File: src/rtl/nyq_fir_mc.sv
// nyq_fir_mc: multi-channel time-multiplexed Nyquist FIR.
// One shared coefficient memory, one delay line per channel, one MAC per cycle.
// Samples move through valid/ready handshakes; bypass passes x[0] straight through.
//
// state  | meaning
// -------+--------------------------------------------------------------
// IDLE   | ready for a sample; coefficient writes are accepted here only
// MAC    | accumulate coef[t] * x[t] for t = 0 .. NUM_TAPS-1
// RND    | round/saturate (or bypass) and load the output registers
// OUT    | present the result and hold it until the downstream takes it
module nyq_fir_mc #(
    parameter int ADDR_WIDTH = 5,
    parameter int COEF_WIDTH = 16,
    parameter int IN_WIDTH   = 24,
    parameter int OUT_WIDTH  = 24,
    parameter int NUM_TAPS   = 16,
    parameter int NUM_CH     = 2,
    parameter int CH_WIDTH   = (NUM_CH > 1) ? $clog2(NUM_CH) : 1,
    parameter int FRAC_BITS  = 15,
    parameter int ACC_WIDTH  = 48
) (
    input  logic                         Clk_CI,
    input  logic                         Rst_RBI,
    input  logic                         WrEn_SI,
    input  logic        [ADDR_WIDTH-1:0] Addr_DI,
    input  logic signed [COEF_WIDTH-1:0] Coef_DI,
    input  logic                         Bypass_SI,
    input  logic                         InValid_SI,
    output logic                         InReady_SO,
    input  logic        [CH_WIDTH-1:0]   InCh_DI,
    input  logic signed [IN_WIDTH-1:0]   In_DI,
    output logic                         OutValid_SO,
    input  logic                         OutReady_SI,
    output logic        [CH_WIDTH-1:0]   OutCh_DO,
    output logic signed [OUT_WIDTH-1:0]  Out_DO
);

    localparam int TAP_W  = (NUM_TAPS > 1) ? $clog2(NUM_TAPS) : 1;
    localparam int PROD_W = COEF_WIDTH + IN_WIDTH;

    localparam logic [TAP_W-1:0]      TAP_LAST   = TAP_W'(NUM_TAPS - 1);
    localparam logic [ADDR_WIDTH:0]   ADDR_LIMIT = (ADDR_WIDTH + 1)'(NUM_TAPS);
    localparam logic [CH_WIDTH:0]     CH_LIMIT   = (CH_WIDTH + 1)'(NUM_CH);

    localparam logic signed [ACC_WIDTH-1:0] RND_HALF =
        {{(ACC_WIDTH-1){1'b0}}, 1'b1} << (FRAC_BITS - 1);
    localparam logic signed [ACC_WIDTH-1:0] SAT_MAX =
        {{(ACC_WIDTH-OUT_WIDTH+1){1'b0}}, {(OUT_WIDTH-1){1'b1}}};
    localparam logic signed [ACC_WIDTH-1:0] SAT_MIN =
        {{(ACC_WIDTH-OUT_WIDTH+1){1'b1}}, {(OUT_WIDTH-1){1'b0}}};
    localparam logic signed [OUT_WIDTH-1:0] OUT_MAX = {1'b0, {(OUT_WIDTH-1){1'b1}}};
    localparam logic signed [OUT_WIDTH-1:0] OUT_MIN = {1'b1, {(OUT_WIDTH-1){1'b0}}};

    typedef enum logic [1:0] {
        S_IDLE = 2'd0,
        S_MAC  = 2'd1,
        S_RND  = 2'd2,
        S_OUT  = 2'd3
    } state_t;

    state_t r_state;
    state_t w_state_nxt;

    logic signed [COEF_WIDTH-1:0] r_coef [NUM_TAPS];
    logic signed [IN_WIDTH-1:0]   r_dly  [NUM_CH][NUM_TAPS];
    logic signed [ACC_WIDTH-1:0]  r_acc;
    logic        [TAP_W-1:0]      r_tap;
    logic        [CH_WIDTH-1:0]   r_ch;
    logic                         r_byp;

    logic                         w_accept;
    logic                         w_ch_ok;
    logic                         w_start;
    logic                         w_wr;
    logic signed [PROD_W-1:0]     w_coef_ext;
    logic signed [PROD_W-1:0]     w_x_ext;
    logic signed [PROD_W-1:0]     w_prod;
    logic signed [ACC_WIDTH-1:0]  w_prod_ext;
    logic signed [IN_WIDTH-1:0]   w_x0;
    logic signed [ACC_WIDTH-1:0]  w_byp_ext;
    logic signed [ACC_WIDTH-1:0]  w_rnd_sum;
    logic signed [ACC_WIDTH-1:0]  w_rnd;
    logic signed [ACC_WIDTH-1:0]  w_pre;
    logic signed [OUT_WIDTH-1:0]  w_out;

    // Handshake flags are pure decodes of the state register.
    assign InReady_SO  = (r_state == S_IDLE);
    assign OutValid_SO = (r_state == S_OUT);

    assign w_accept = InValid_SI & InReady_SO;
    assign w_ch_ok  = ({1'b0, InCh_DI} < CH_LIMIT);
    assign w_start  = w_accept & w_ch_ok;
    assign w_wr     = WrEn_SI & (r_state == S_IDLE) & ({1'b0, Addr_DI} < ADDR_LIMIT);

    // Operands are widened to the product width so the multiply is full precision.
    assign w_coef_ext = {{(PROD_W-COEF_WIDTH){r_coef[r_tap][COEF_WIDTH-1]}}, r_coef[r_tap]};
    assign w_x_ext    = {{(PROD_W-IN_WIDTH){r_dly[r_ch][r_tap][IN_WIDTH-1]}}, r_dly[r_ch][r_tap]};
    assign w_prod     = w_coef_ext * w_x_ext;
    assign w_prod_ext = {{(ACC_WIDTH-PROD_W){w_prod[PROD_W-1]}}, w_prod};

    assign w_x0       = r_dly[r_ch][0];
    assign w_byp_ext  = {{(ACC_WIDTH-IN_WIDTH){w_x0[IN_WIDTH-1]}}, w_x0};
    assign w_rnd_sum  = r_acc + RND_HALF;
    assign w_rnd      = w_rnd_sum >>> FRAC_BITS;
    assign w_pre      = r_byp ? w_byp_ext : w_rnd;

    // Clamp the rounded (or bypassed) value into the output range.
    always_comb begin
        w_out = w_pre[OUT_WIDTH-1:0];
        if (w_pre > SAT_MAX) begin
            w_out = OUT_MAX;
        end else if (w_pre < SAT_MIN) begin
            w_out = OUT_MIN;
        end
    end

    // State register.
    always_ff @(posedge Clk_CI or negedge Rst_RBI) begin
        if (!Rst_RBI) begin
            r_state <= S_IDLE;
        end else begin
            r_state <= w_state_nxt;
        end
    end

    // Next-state logic; out-of-range channels are swallowed without leaving IDLE.
    always_comb begin
        w_state_nxt = r_state;
        case (r_state)
            S_IDLE: begin
                if (w_start) begin
                    w_state_nxt = Bypass_SI ? S_RND : S_MAC;
                end
            end
            S_MAC: begin
                if (r_tap == TAP_LAST) begin
                    w_state_nxt = S_RND;
                end
            end
            S_RND: begin
                w_state_nxt = S_OUT;
            end
            S_OUT: begin
                if (OutReady_SI) begin
                    w_state_nxt = S_IDLE;
                end
            end
            default: begin
                w_state_nxt = S_IDLE;
            end
        endcase
    end

    // Coefficient memory, writable only while idle.
    always_ff @(posedge Clk_CI or negedge Rst_RBI) begin
        if (!Rst_RBI) begin
            for (int i = 0; i < NUM_TAPS; i++) begin
                r_coef[i] <= '0;
            end
        end else if (w_wr) begin
            r_coef[Addr_DI[TAP_W-1:0]] <= Coef_DI;
        end
    end

    // Per-channel delay lines shift on every accepted in-range sample, bypass or not.
    always_ff @(posedge Clk_CI or negedge Rst_RBI) begin
        if (!Rst_RBI) begin
            for (int c = 0; c < NUM_CH; c++) begin
                for (int i = 0; i < NUM_TAPS; i++) begin
                    r_dly[c][i] <= '0;
                end
            end
        end else if (w_start) begin
            for (int c = 0; c < NUM_CH; c++) begin
                if (CH_WIDTH'(c) == InCh_DI) begin
                    for (int i = NUM_TAPS - 1; i > 0; i--) begin
                        r_dly[c][i] <= r_dly[c][i-1];
                    end
                    r_dly[c][0] <= In_DI;
                end
            end
        end
    end

    // Datapath: latch the job on accept, accumulate in MAC, load outputs in RND.
    always_ff @(posedge Clk_CI or negedge Rst_RBI) begin
        if (!Rst_RBI) begin
            r_acc    <= '0;
            r_tap    <= '0;
            r_ch     <= '0;
            r_byp    <= 1'b0;
            Out_DO   <= '0;
            OutCh_DO <= '0;
        end else begin
            case (r_state)
                S_IDLE: begin
                    if (w_start) begin
                        r_ch  <= InCh_DI;
                        r_byp <= Bypass_SI;
                        r_tap <= '0;
                        r_acc <= '0;
                    end
                end
                S_MAC: begin
                    r_acc <= r_acc + w_prod_ext;
                    r_tap <= r_tap + 1'b1;
                end
                S_RND: begin
                    Out_DO   <= w_out;
                    OutCh_DO <= r_ch;
                end
                default: begin
                end
            endcase
        end
    end

endmodule

File: config.mk
export PLATFORM = sky130hd
export DESIGN_NAME = nyq_fir_mc
export DESIGN_NICKNAME = d
export VERILOG_FILES = /design/src/rtl/nyq_fir_mc.sv
export SDC_FILE = /design/constraint.sdc
export NUM_CORES = 2
export LEC_CHECK = 0
export ABC_AREA = 1
export CORE_ASPECT_RATIO = 1.5
export CORE_MARGIN = 5
export CORE_UTILIZATION = 50
export CTS_CLUSTER_DIAMETER = 150
export DETAILED_ROUTE_END_ITERATION = 7
export PLACE_DENSITY = 0.66
export SLEW_MARGIN = 5
export SYNTH_ARGS = -nofsm -noshare
export SYNTH_HDL_FRONTEND = slang
export SYNTH_SLANG_ARGS = --single-unit
File: constraint.sdc
create_clock -name Clk_CI -period 13.8 [get_ports Clk_CI]
set_clock_uncertainty 0.1 [all_clocks]
set_input_delay 1.38 -clock Clk_CI [delete_from_list [all_inputs] [get_ports Clk_CI]]
set_output_delay 1.38 -clock Clk_CI [all_outputs]
set_load 0.02 [all_outputs]
; ---- Word level (Yosys, flattened, before mapping)
; Cells that the tools add are included.
; Widths: inputs -> output; s select.
[totals]
output_inout_bits = 27
ff_bits = 1105
word_cells = 112
in_bits = 52
[classes]
n_mux = 24
magnitude_cmp = 7
reduce_logical = 8
mul = 1
bitwise_logic = 7
n_eq_ne = 7
addsub = 3
[op_table]
columns = op, n
row1 = $mux 384, 3
row2 = $bwmux 256, 1
row3 = $bmux 24 s4, 1
row4 = $mux 24, 4
row5 = $mux 48, 2
row6 = $pmux 48 s2, 1
row7 = $bmux 16 s4, 1
row8 = $demux 16 s4, 1
row9 = $add 48x16->48 const B, 1
row10 = $add 48x40->48, 1
row11 = $gt 48x24->1 const B, 1
row12 = $lt 48x24->1 const B, 1
row13 = $mux 16, 3
row14 = $mul 16x24->40, 1
row15 = $ge 5x5->1 const B, 2
row16 = $not 4->5, 2
row17 = $mux 2, 4
row18 = $pmux 2 s4, 1
row19 = $pmux 4 s2, 1
row20 = $reduce_and 2->1, 4
row21 = $lt 5x1->1 const B, 1
row22 = $lt 5x5->1 const B, 1
row23 = $add 4x1->4 const B, 1
row24 = $eq 2x2->1 const B, 2
row25 = other kinds (13), 16

; ---- Logic depth before layout (Yosys ltp)
[logic_depth]
depth_word = 10
mapped_depth = 39
ltp_nobuf = 36

; ---- Worst setup path after synthesis
; OpenSTA, ideal clock, no wires.
[synth_timing]
path_type = register to register
start = register r_tap[0]
end = register r_acc[44]
period_less_slack_ns = 6.950
setup_time_ns = 0.133
path_stages_with_launch = 34
slack_ns = 6.850
arrival_time_ns = 6.718
path_cell_list = dfrtp_1 -> buf_6 -> inv_4 -> buf_6 -> buf_6 -> buf_6 -> nand2_1 -> a22oi_1 -> nand2_1 -> a31oi_1 -> inv_2 -> nor2_1 -> inv_1 -> fa_1 -> inv_1 -> fa_1 -> inv_1 -> fa_1 -> fa_1 -> inv_1 -> fa_1 -> inv_1 -> fa_1 -> inv_1 -> ha_1 -> nand2_1 -> nor2_1 -> inv_1 -> nor4_1 -> nand3_1 -> nand3_1 -> nand2_1 -> nand2_1 -> o22ai_1
[synth_via]
elab_chain_cells = 7
[synth_lines]
columns = item, line_no
row1 = from (decl), 67  ; logic [TAP_W-1:0] r_tap;
row2 = from (signal assigned), 206  ; r_tap <= r_tap + 1'b1;
row3 = $not 4->5 (not written as such) *, "96, 97"
row4 = $bmux 16 s4 / $bmux 24 s4 (equally long branches), "96, 97"
row5 = $mux 16 (not written as such) / $mux 24 (equally long branches) (2 in a row), "96, 97"
row6 = $mul 16x24->40 *, 98  ; assign w_prod = w_coef_ext * w_x_ext;
row7 = $add 48x40->48 *, 205  ; r_acc <= r_acc + w_prod_ext;
row8 = $pmux 48 s2 *, 195  ; case (r_state)
row9 = to (signal assigned), 205
row10 = to (decl), 66  ; logic signed [ACC_WIDTH-1:0] r_acc;
; Every way passes the cells marked *; elsewhere a longest branch is shown, timed or not. The select of a mux whose other input is x is not followed.
; A chain may end at the register's enable or synchronous reset.

; ---- Worst setup path after layout
[layout_timing]
start = register r_tap[1]
end = register r_acc[42]
; The elaborated chain is that of the path after synthesis.

==> results.py <==
metrics = {
    "synth": {
        "synth_most_common_cell": "nand2_1",
        "ys_async_sr_fraction_pct": 100,
        "synth.area.top_cells": "dfrtp_1 (41%), fa_1 (13%), nand2_1 (9.7%)",
        "muxShareOfSynthArea_pct": 1.51,
        "yosys_warnings": 0,
        "synth_ff_type": "dfrtp_1",
        "synth_common_cells": "nand2_1 (1758), o21ai_0 (1260), dfrtp_1 (1105), inv_1 (1001), nor2_1 (709)",
        "synth_fa_ha_area_share_pct": 15.8,
        "synthSimpleGateAreaFrac_pct": 16.2,
        "synth_area_mm2": 0.0679,
        "netlist_instances": 8220,
        "synth_top_family_by_area": "compound AO/OA/AOI/OAI gates",
        "synth_top_cell_by_area": "dfrtp_1",
        "synth_top_area_share_pct": 40.7,
        "yosysSeqAreaShare_pct": 40.7,
        "synth_xor_xnor_area_share_pct": 0.142,
        "syn_avg_cell_area_um2": 8.26,
        "synth_compound_area_share_pct": 16.5,
        "syn_nets": 8859,
        "synth_edf_count": 0,
        "ys_seq_elements": 1105,
        "ys_types": 50,
    },
    "drt": {
        "drt_iter0_markers": 4843,
        "drtPass1Iterations": 6,
        "wirelength_um": 207000,
        "viasPerCell": 5.69,
        "drc_errors": 0,
        "vias": 55900,
        "postRouteAntennaNets": 0,
        "post_drt_wl_per_cell_um": 21.1,
    },
    "floorplan": {
        "start_util_pct": 50.3,
        "ioPinCount": 79,
        "core_mm2": 0.135,
        "die_w_um": 311,
        "fp.dieH_um": 461,
        "rows": 165,
        "die_area_mm2": 0.143,
    },
    "clock_tree": {
        "cts_buffer_depth": 3,
        "cts.htree.levels": 3,
        "cts_buffers": 107,
        "clockRootBuffer": "clkbuf_16",
        "clkTransAtPathRegs_ns": 0.07,
        "cts_resized": 0,
        "post_cts_buffers": 0,
        "cts_sinks": 1105,
        "clkLatencyLatePin_ns": 0.76,
        "hold_buffers": 0,
        "cts_tree": "built",
    },
    "placed_design": {
        "dp_hpwl_um": 140000,
        "dp.cells": 9632,
        "port-buffer-count": 78,
        "place.gp.congestion": 0.938,
        "place_ws_ns": 3.71,
    },
    "layout": {
        "syn_to_final_growth_pct": 7.68,
        "drive_above_1_share_pct": 5.90,
        "nNetsFinal": 8627,
        "stdcell_count": 9827,
        "diodes": 0,
    },
    "sta": {
        "finalHoldViolCount": 0,
        "timing.final.ws_setup_ns": 3.54,
        "tns_ns": 0,
        "fin_crit_sh_pct": 74.4,
        "fmax_mhz": 97.4,
        "slew_violations": 0,
        "fin_crit_ns": 10.26,
        "relSlewSlack_pct": 22.9,
        "tightest_slew_ns": 1.14,
        "setup_violations": 0,
        "grt_setup_unrepaired": "false",
    },
    "global_route": {
        "grt_usage_pct": 28.6,
        "grt_first_pass_wirelength_um": 323000,
        "grt_max_degree": 227,
        "antenna_found_initial": 1,
        "overflow": 0,
        "grt_pass1_vias": 56100,
    },
    "run_status": {
        "outcome": "finished, final reports clean",
    },
    "critical_path": {
        "cp_slowest_cell": "buf_4",
        "required_ns": 14.31,
        "worstSetupPathDepth": 29,
        "crit_arrival_ns": 10.78,
        "critPathTopFamily": "adder cells",
        "critPathMaxFanout": 65,
        "cp_num_buf_inv": 9,
        "path_class": "reg -> reg",
        "ff2ff_path_depth": 29,
        "worstSetupEndpointType": "flip-flop",
        "cp-start-kind": "flip-flop",
        "max_stage_delay_ns": 0.76,
    },
    "run": {
        "maxCapViolations": 0,
    },
    "hold_path": {
        "whs_path_depth": 2,
        "hold_class": "reg -> reg",
    },
}
[registers in the layout, summed over array words and instances (netlist names)]
register / count
OutCh_DO: 1
r_byp: 1
r_ch: 1
r_coef: 256
r_state: 2
Out_DO: 24
r_tap: 4
r_acc: 48
r_dly: 768
[logic make-up after synthesis]
| group | Yosys count |
|---|---|
| muxes | 91 |
| and+or+nand+nor | 2802 |
| xor gates and xnor gates | 11 |
| adders and majority gates | 587 |
| AOI/OAI and AO/OA | 2097 |
| DFF | 1105 |
| buffers and inverters | 1527 |
[placed cells by master (no fill, tap or decap), types with 6 or more instances in the layout]
cell type / count
a21o_1: 9
a21oi_1: 554
a21oi_2: 21
a22o_1: 11
a22oi_1: 13
a31oi_1: 11
a31oi_2: 9
a32o_1: 7
a32oi_1: 6
buf_12: 9
buf_4: 71
bufinv_16: 7
clkbuf_1: 12
clkbuf_16: 108
clkbuf_8: 31
clkdlybuf4s50_1: 77
clkinv_2: 21
dfrtp_1: 1101
fa_1: 450
ha_1: 137
inv_1: 998
inv_2: 24
mux2_2: 91
nand2_1: 1757
nand2_2: 23
nand3_1: 256
nand3_2: 7
nand4_1: 6
nor2_1: 705
nor2_2: 14
nor3_1: 14
o211ai_1: 89
o21ai_0: 1260
o21ai_1: 20
o21bai_1: 11
o221ai_1: 10
o22ai_1: 44
o31ai_1: 9
or2_2: 7
xor2_1: 6
[metrics by stage]
stage / cell area [um2] / hold slack, ns / util, %
after floorplan: 67900 / 0.344 / -
after global routing: 73100 / 0.394 / 54.2
after detailed placement: 69400 / 0.360 / 51.4
final: 73100 / 0.373 / 54.2
after global placement: 69400 / 0.357 / 51.4
after CTS: 73100 / 0.377 / 54.2
[final cells by class]
type | instances | area [um2]
fill | 12600 | 61900
multi-input combinational | 5588 | 34200
sequential | 1105 | 27700
inverter | 1028 | 3900
clock buffer | 151 | 3170
tap | 1753 | 2190
timing repair buffer | 158 | 1500
clock inverter | 44 | 534
[path summary, 6_finish.rpt]
check / slack (ns) / to / from
min in group asynchronous: 0.64 / r_coef[71] / Rst_RBI
min: 0.37 / r_dly[1] / r_dly[1]
min reg2reg: 0.37 / r_dly[1] / r_dly[1]
max: 3.54 / r_acc[42] / r_tap[1]
max reg2reg: 3.54 / r_acc[42] / r_tap[1]
max in group asynchronous: 9.86 / r_dly[279] / Rst_RBI
[worst min-delay path: stages (launching register included)]
cell and delay [ns]:
dfrtp_1 0.34, nand2_1 0.05, nand2_1 0.05
[routing by layer]
layer / part of all wire, % / up-vias / GRT usage [%]
met1: 38 / 27700 / 34.5
met3: 5.7 / 595 / 4.14
met2: 49 / 1850 / 48.8
met4: 7.2 / 2 / 17.3
li1: - / 25800 / -
met5: 0.0058 / - / 0
Power is left out: the tool's default activity adds up to more than one toggle a clock period on the data nets, which glitch-free logic cannot reach.
